<file path="src/rtl/instruction_fetch_unit.sv">
// Instruction fetch unit: owns the PC, issues word addresses to a 1-cycle
// registered instruction memory, buffers returned words in a 2-entry FIFO and
// hands them to decode over valid/ready. Supports branch redirect with flush
// and a sticky out-of-range fetch fault.
// Optional: define IFU_PERF_COUNTERS_EN to add fetch_count/flush_count outputs.
module instruction_fetch_unit #(
    parameter int           n        = 64,
    parameter int           DEPTH    = 1024,
    parameter logic [n-1:0] RESET_PC = '0
) (
    input  logic         clk,
    input  logic         reset,
    output logic [n-1:0] read_address,
    input  logic [n-1:0] mem_data,
    input  logic         branch_taken,
    input  logic [n-1:0] branch_target,
    output logic         inst_valid,
    input  logic         inst_ready,
    output logic [n-1:0] inst_out,
    output logic [n-1:0] inst_pc,
    output logic         fetch_fault
`ifdef IFU_PERF_COUNTERS_EN
    ,
    output logic [31:0]  fetch_count,
    output logic [31:0]  flush_count
`endif
);

    localparam logic [n-1:0] L_DEPTH = n'(DEPTH);
    localparam logic [n-1:0] L_ONE   = n'(1);

    logic [n-1:0] r_pc;
    logic         r_inflight;
    logic [n-1:0] r_inflight_pc;
    logic [n-1:0] r_buf_word [2];
    logic [n-1:0] r_buf_pc   [2];
    logic         r_rd_ptr;
    logic         r_wr_ptr;
    logic [1:0]   r_count;
    logic         r_fault;

    logic         w_pop;
    logic         w_push;
    logic [1:0]   w_occ;
    logic         w_in_range;
    logic         w_can_fetch;
    logic         w_issue;
    logic         w_fault_set;

    // Handshake, credit and issue/fault decisions for this cycle
    always_comb begin
        w_pop       = (r_count != 2'd0) && inst_ready;
        w_push      = r_inflight && !branch_taken;
        // Slots committed after this edge: buffered minus leaving plus returning
        w_occ       = r_count - {1'b0, w_pop} + {1'b0, r_inflight};
        w_in_range  = (r_pc < L_DEPTH);
        w_can_fetch = !branch_taken && !r_fault && (w_occ < 2'd2);
        w_issue     = w_can_fetch && w_in_range;
        w_fault_set = w_can_fetch && !w_in_range;
    end

    // PC, inflight tracking, FIFO pointers/count and fault flag
    always_ff @(posedge clk) begin
        if (reset) begin
            r_pc          <= RESET_PC;
            r_inflight    <= 1'b0;
            r_inflight_pc <= '0;
            r_rd_ptr      <= 1'b0;
            r_wr_ptr      <= 1'b0;
            r_count       <= 2'd0;
            r_fault       <= 1'b0;
        end else begin
            r_inflight <= w_issue;
            if (w_issue) begin
                r_inflight_pc <= r_pc;
            end
            if (branch_taken) begin
                // Redirect drops everything buffered or in flight
                r_pc     <= branch_target;
                r_fault  <= 1'b0;
                r_count  <= 2'd0;
                r_rd_ptr <= 1'b0;
                r_wr_ptr <= 1'b0;
            end else begin
                if (w_issue) begin
                    r_pc <= r_pc + L_ONE;
                end
                if (w_fault_set) begin
                    r_fault <= 1'b1;
                end
                if (w_push) begin
                    r_wr_ptr <= ~r_wr_ptr;
                end
                if (w_pop) begin
                    r_rd_ptr <= ~r_rd_ptr;
                end
                r_count <= r_count + {1'b0, w_push} - {1'b0, w_pop};
            end
        end
    end

    // FIFO storage; contents are only observed while r_count is non-zero
    always_ff @(posedge clk) begin
        if (w_push) begin
            r_buf_word[r_wr_ptr] <= mem_data;
            r_buf_pc[r_wr_ptr]   <= r_inflight_pc;
        end
    end

    // Output drive: head of FIFO, zeroed when empty
    always_comb begin
        read_address = r_pc;
        inst_valid   = (r_count != 2'd0);
        inst_out     = '0;
        inst_pc      = '0;
        if (inst_valid) begin
            inst_out = r_buf_word[r_rd_ptr];
            inst_pc  = r_buf_pc[r_rd_ptr];
        end
        fetch_fault  = r_fault;
    end

`ifdef IFU_PERF_COUNTERS_EN
    logic [31:0] r_fetch_count;
    logic [31:0] r_flush_count;

    // Count buffer pushes and redirect cycles, wrapping naturally
    always_ff @(posedge clk) begin
        if (reset) begin
            r_fetch_count <= 32'd0;
            r_flush_count <= 32'd0;
        end else begin
            if (w_push) begin
                r_fetch_count <= r_fetch_count + 32'd1;
            end
            if (branch_taken) begin
                r_flush_count <= r_flush_count + 32'd1;
            end
        end
    end

    // Expose counters
    always_comb begin
        fetch_count = r_fetch_count;
        flush_count = r_flush_count;
    end
`endif

endmodule
</file>
<file path="config.mk">
export PLATFORM = sky130hd
export DESIGN_NAME = instruction_fetch_unit
export DESIGN_NICKNAME = d
export VERILOG_FILES = /design/src/rtl/instruction_fetch_unit.sv
export SDC_FILE = /design/constraint.sdc
export NUM_CORES = 1
export LEC_CHECK = 0
export BUFFER_PORTS_ARGS = -buffer_cell sky130_fd_sc_hd__clkbuf_2
export CAP_MARGIN = 5
export CORE_ASPECT_RATIO = 0.6
export CORE_MARGIN = 8
export CORE_UTILIZATION = 45
export CTS_CLUSTER_DIAMETER = 40
export DETAILED_ROUTE_END_ITERATION = 8
export PLACE_DENSITY = 0.68
export SYNTH_ARGS = -nofsm -noshare
export SYNTH_HDL_FRONTEND = slang
export SYNTH_SLANG_ARGS = --single-unit
</file>
<file path="constraint.sdc">
create_clock -name clk -period 8.55 [get_ports clk]
set_input_delay 0.855 -clock clk [delete_from_list [all_inputs] [get_ports clk]]
set_output_delay 0.855 -clock clk [all_outputs]
set_load 0.05 [all_outputs]
</file>
==> impl_metrics.toml, run 1 <==
[yosys]
synth_top_area_share = 0.533
ys_ff_latch = 391
synth_area_leaders = "edfxtp_1, dfxtp_1, mux2i_1"
synth_ff_type = "edfxtp_1"
async_reset_ff_frac = 0
synth_largest_area_cell = "edfxtp_1"
avgSynthCellArea_um2 = 14.3
yosysSeqAreaShare = 0.720
netlist_area_um2 = 14400
yosysMostFrequentCell = "edfxtp_1"
syn_inst = 1012
synth_commonest_cells = "edfxtp_1, nor2_1, mux2i_1"
yosysWarnings = 0
synthDistinctLibCells = 47
syn-num-nets = 1148
synth_edf_count = 256

[worst_hold_path]
min_to = "r_buf_pc[1][49]"
min_from = "r_inflight_pc[49]"
hp-class = "reg2reg"
whs_path_depth = 0

[worst_setup_path]
critPathKind = "reg2out"
worst_r2r_endpoint = "r_inflight_pc[24]"
crit_slowest_cell = "dfxtp_4"
critPathArrivalTime_ns = 2.86
worstReg2RegStart = "r_count[1]"
r2r_cells = 12
ff2ff_setup_slack_ns = 5.27
end_kind = "primary output"
slowest_delay_ns = 0.83
critPathBufInv = 2
crit_required_ns = 7.70
cp_max_fo = 43
crit_path_cell_trace = "buf_4 > mux2i_1 > nor2_1 > clkbuf_2"
cp_top_family = "buffers and inverters"
start_kind = "flip-flop"

[floorplanning]
fp.dieH_um = 155
rows = 50
die_w_um = 247
pin_count = 326
dieArea_um2 = 38200
core_region_area_um2 = 31300
initial_core_util = 0.460

[sta]
finalSetupTns_ns = 0
finalHoldViolCount = 0
fin_worst_skew_ns = 0.0169
rsz0062_at_grt = "no"
worstMarginPinSlew_ns = 1.12
slew_viol_final = 0
min_period_ns = 3.71
timing.final.crit_share = 0.434
setup_viol = 0
max_freq_ghz = 0.269
slew_headroom = 0.254

[route]
ant_nets = 0
drt_iter0_markers = 612
vias = 9103
routedWlPerCell_um = 18.8
drt-total-wl_um = 33600
drc_errors = 0
dr.pass1.iters = 4
avgViaCountPerCell = 5.10

[grt]
antenna_found_initial = 4
track_usage = 0.167
grt_pass1_vias = 8849
grt_max_degree = 88
grt_remaining_overflow = 0
grt_pass1_wl_um = 50800

[placement]
dp_hpwl_um = 22300
port_buffers = 325
place.gp.congestion = 0.818
placed_cells = 1707

[final_layout]
syn_to_final_growth_pct = 22.7
final_cell_count_no_fill = 1784
layout.nets = 1469
layout-drive-gt1-share = 0.303

[flow_run]
maxCapViolations = 0

[clock_network]
htreeDepth = 2
clock-sinks = 391
clock-root-buffer = "clkbuf_16"
cts_setup_buffers = 0
cts_tree = "built"
cts_buffer_depth = 3
cts_hold_buf = 0
cts_resized = 0
path_clk_slew_ns = 0.06
clock_latency_ns = 0.53
cts_made_buffers = 40

[power_and_ir_drop]
ir_worst_vdd_mv = 0.142
power.density_nw_per_um2 = 219
leakage_nw = 6.95

[outcome]
status = "complete, no violations"
==> where the power goes <==
group	switching (mW)	total, mW	internal [mW]
Clock	0.727	1.65	0.924
Sequential	0.0199	2.04	2.02
Combinational	0.130	0.189	0.0592
==> kinds of logic (layout without fill, tap and decap cells) <==
kind of cell | after synthesis | after routing | share of synthesized area
DFF | 391 | 391 | 0.720
and+or+nand+nor | 312 | 312 | 0.100
muxes | 182 | 182 | 0.126
buffers and inverters | 66 | 419 | 0.0201
AOI/OAI and AO/OA | 50 | 50 | 0.0256
xor gates and xnor gates | 7 | 7 | 0.00425
adders and majority gates | 4 | 4 | 0.00347
other | 0 | 3 | 0
==> flip-flops by register name, summed over array words and instances, names as in the netlist, named ones only <==
register       flops
r_buf_pc         128
r_buf_word       128
r_inflight_pc     64
read_address      64
r_count            2
fetch_fault        1
r_inflight         1
r_rd_ptr           1
r_wr_ptr           1
==> metrics by stage <==
step | util | cell area [um^2] | hold WS (ns) | setup WS [ns] | total power, mW
global placement | 0.525 | 16400 | 0.426 | 4.66 | 2.26
CTS | 0.565 | 17700 | 0.443 | 4.76 | 3.92
floorplan | - | 14400 | 0.417 | 1.04 | 2.19
detailed placement | 0.525 | 16400 | 0.429 | 4.63 | 2.27
finish | 0.565 | 17700 | 0.442 | 4.84 | 3.88
global route | 0.565 | 17700 | 0.453 | 4.62 | 4.01
==> cells in the final DEF, fill, tap and decap left out, types with 8 or more instances in the layout <==
cell       instances
nor4_1            14
inv_1              8
mux2i_1          182
and2_1            55
nand3_1           19
dfxtp_1          134
clkbuf_1           8
edfxtp_1         256
buf_4             13
a21oi_1           16
clkbuf_16         41
nor3_1             8
clkbuf_2         324
nor2_1           190
==> cell type report <==
class / count / area, um^2
Fill cell: 2597 / 13600
Antenna cell: 3 / 7.51
Inverter: 8 / 30.0
Multi-Input combinational cell: 555 / 3780
Clock inverter: 22 / 155
Clock buffer: 52 / 1100
Timing Repair Buffer: 337 / 1720
Tap cell: 416 / 520
Sequential cell: 391 / 10400
==> worst register-to-register path, stage by stage, from the launching register on <==
cell	delay (ns)
dfxtp_1	0.36
nor2_4	0.11
buf_4	0.42
inv_1	0.11
and2_1	0.25
ha_1	0.21
xnor2_1	0.27
xor2_1	0.31
nor3_2	0.07
buf_4	0.24
a21oi_4	0.14
buf_4	0.45
and2_1	0.28
==> worst max path at each step <==
stage                                   end  slack, ns  cells after the start
final                           inst_pc[27]       4.84                      4
after global routing           inst_out[12]       4.62                      5
after CTS                       inst_pc[60]       4.76                      4
after detailed placement  r_buf_word[0][21]       4.63                      6
after global placement    r_buf_word[0][37]       4.66                      6
after floorplan              r_buf_pc[0][0]       1.04                      5
==> per-layer routing <==
layer / GRT usage / routed length, um
met5: 0 / 13
met1: 0.229 / 14800
met3: 0.0418 / 2480
met4: 0.0545 / 830
met2: 0.258 / 15500
(Power assumes the default switching activity.)
==> inputs of run 2 (changes only) <==
==> constraint.sdc (replaced) <==
create_clock -name clk -period 3.7 [get_ports clk]
set_input_delay 0.37 -clock clk [delete_from_list [all_inputs] [get_ports clk]]
set_output_delay 0.37 -clock clk [all_outputs]
set_load 0.05 [all_outputs]
==> run 2 against run 1 <==
  * Routed wire length is 1.1% higher
  * Largest cell class unchanged
  * Critical path type unchanged
  * Sequential share of layout area fell by 0.49 points
  * Register-to-register slack got worse by 4.5 ns
  * Total power increased by 130%
==> impl_metrics.toml, run 2 (synthesis results as in run 1) <==
[route]
vias = 9069
routedWlPerCell_um = 19.0
dr.pass1.iters = 5
drt-total-wl_um = 34000
ant_nets = 0
avgViaCountPerCell = 5.08
drt_iter0_markers = 583
drc_errors = 0

[power_and_ir_drop]
ir_worst_vdd_mv = 0.289
power.density_nw_per_um2 = 508
leakage_nw = 7.02
totalPowerFinal_mw = 9.08

[worst_setup_path]
cp_top_family = "buffers and inverters"
slowest_delay_ns = 0.73
start_kind = "flip-flop"
end_kind = "primary output"
critPathArrivalTime_ns = 2.76
critPathBufInv = 3
crit_path_cell_trace = "nor2_4 > buf_4 > buf_4 > nor2_1 > clkbuf_2"
crit_required_ns = 3.33
crit_path_frequent_cell = "buf_4"
cp_max_fo = 70
critPathKind = "reg2out"
crit_slowest_cell = "buf_4"

[grt]
grt_max_degree = 79
track_usage = 0.171
grt_remaining_overflow = 0
antenna_found_initial = 1
grt_pass1_vias = 8964
grt_pass1_wl_um = 52100

[floorplanning]
die_w_um = 247
pin_count = 326
dieArea_um2 = 38200
core_region_area_um2 = 31300
initial_core_util = 0.460
rows = 50
fp.dieH_um = 155

[sta]
fin_worst_skew_ns = 0.0143
min_period_ns = 3.13
postLayoutSetupSlackWorst_ns = 0.568
slew_viol_final = 0
max_freq_ghz = 0.319
setup_viol = 0
slew_headroom = 0.411
finalHoldViolCount = 0
rsz0062_at_grt = "no"
worstMarginPinSlew_ns = 0.881
finalSetupTns_ns = 0
timing.final.crit_share = 0.846

[final_layout]
reg_top3 = "r_buf_pc: 128 flops, r_buf_word: 128 flops"
syn_to_final_growth_pct = 23.8
layout-drive-gt1-share = 0.306
layout_commonest_cell = "clkbuf_2"
fin_area_um2 = 17900
layout.nets = 1473
final_cell_mix = "clkbuf_2, edfxtp_1, nor2_1"
final_cell_count_no_fill = 1785

[flow_run]
maxCapViolations = 0

[placement]
dpl_cell_area_um2 = 16500
place_ws_ns = 0.730
port_buffers = 325
placed_cells = 1712
place.gp.congestion = 0.814
dp_hpwl_um = 23500

[clock_network]
clock-sinks = 391
path_clk_slew_ns = 0.06
htreeDepth = 2
clock_latency_ns = 0.53
cts_setup_buffers = 0
cts_resized = 0
cts_buffer_depth = 3
cts_tree = "built"
cts_hold_buf = 0
clock-root-buffer = "clkbuf_16"
cts_made_buffers = 39

[outcome]
status = "complete, no violations"

[worst_hold_path]
hp-class = "in2reg"
run 2: cell type report:
class	instances	area, um^2
diodes	1	2.50
clock buffers	58	1180
clock inverters	14	138
fillers	2602	13500
inverters	8	30.0
multi-input cells	555	3780
flip-flops and latches	391	10400
well taps	416	520
repair buffers	342	1810
run 2: worst paths after layout:
| kind | cells after the start | slack (ns) | start | end |
|---|---|---|---|---|
| setup / recovery | 5 | 0.57 | r_count[1] | inst_pc[20] |
| hold / removal | 1 | 0.03 | mem_data[48] | r_buf_word[1][48] |
| setup reg to reg | 10 | 0.76 | r_count[1] | r_inflight_pc[25] |
| hold reg to reg | 0 | 0.44 | r_inflight_pc[29] | r_buf_pc[1][29] |
run 2: power breakdown:
| part | total (mW) | internal [mW] | switching [mW] |
|---|---|---|---|
| registers | 4.71 | 4.66 | 0.0459 |
| logic | 0.441 | 0.137 | 0.304 |
| clock network | 3.93 | 2.31 | 1.62 |
| total | 9.08 | 7.11 | 1.97 |
run 2: metrics by stage:
step	hold WS [ns]	util
final	0.0302	0.570
after global placement	0.426	0.528
after CTS	0.00154	0.570
after detailed placement	0.430	0.528
after global routing	0.000487	0.570
after floorplan	0.417	-
run 2: routing by layer:
metal  up-vias  track usage  part of all wire
met5         -            0                 0
met1      4461        0.244              0.45
met2       251        0.264              0.46
li1       4309            -                 -
met4         0       0.0431             0.019
met3        48       0.0378             0.066
run 2: worst reg2reg max path, stage by stage, from the launching register on:
cell	delay, ns
dfxtp_1	0.36
nor2_4	0.12
inv_1	0.05
and2_1	0.19
ha_1	0.21
xnor2_1	0.28
xor2_1	0.31
nor3_2	0.11
a21oi_4	0.72
buf_4	0.38
and2_1	0.16
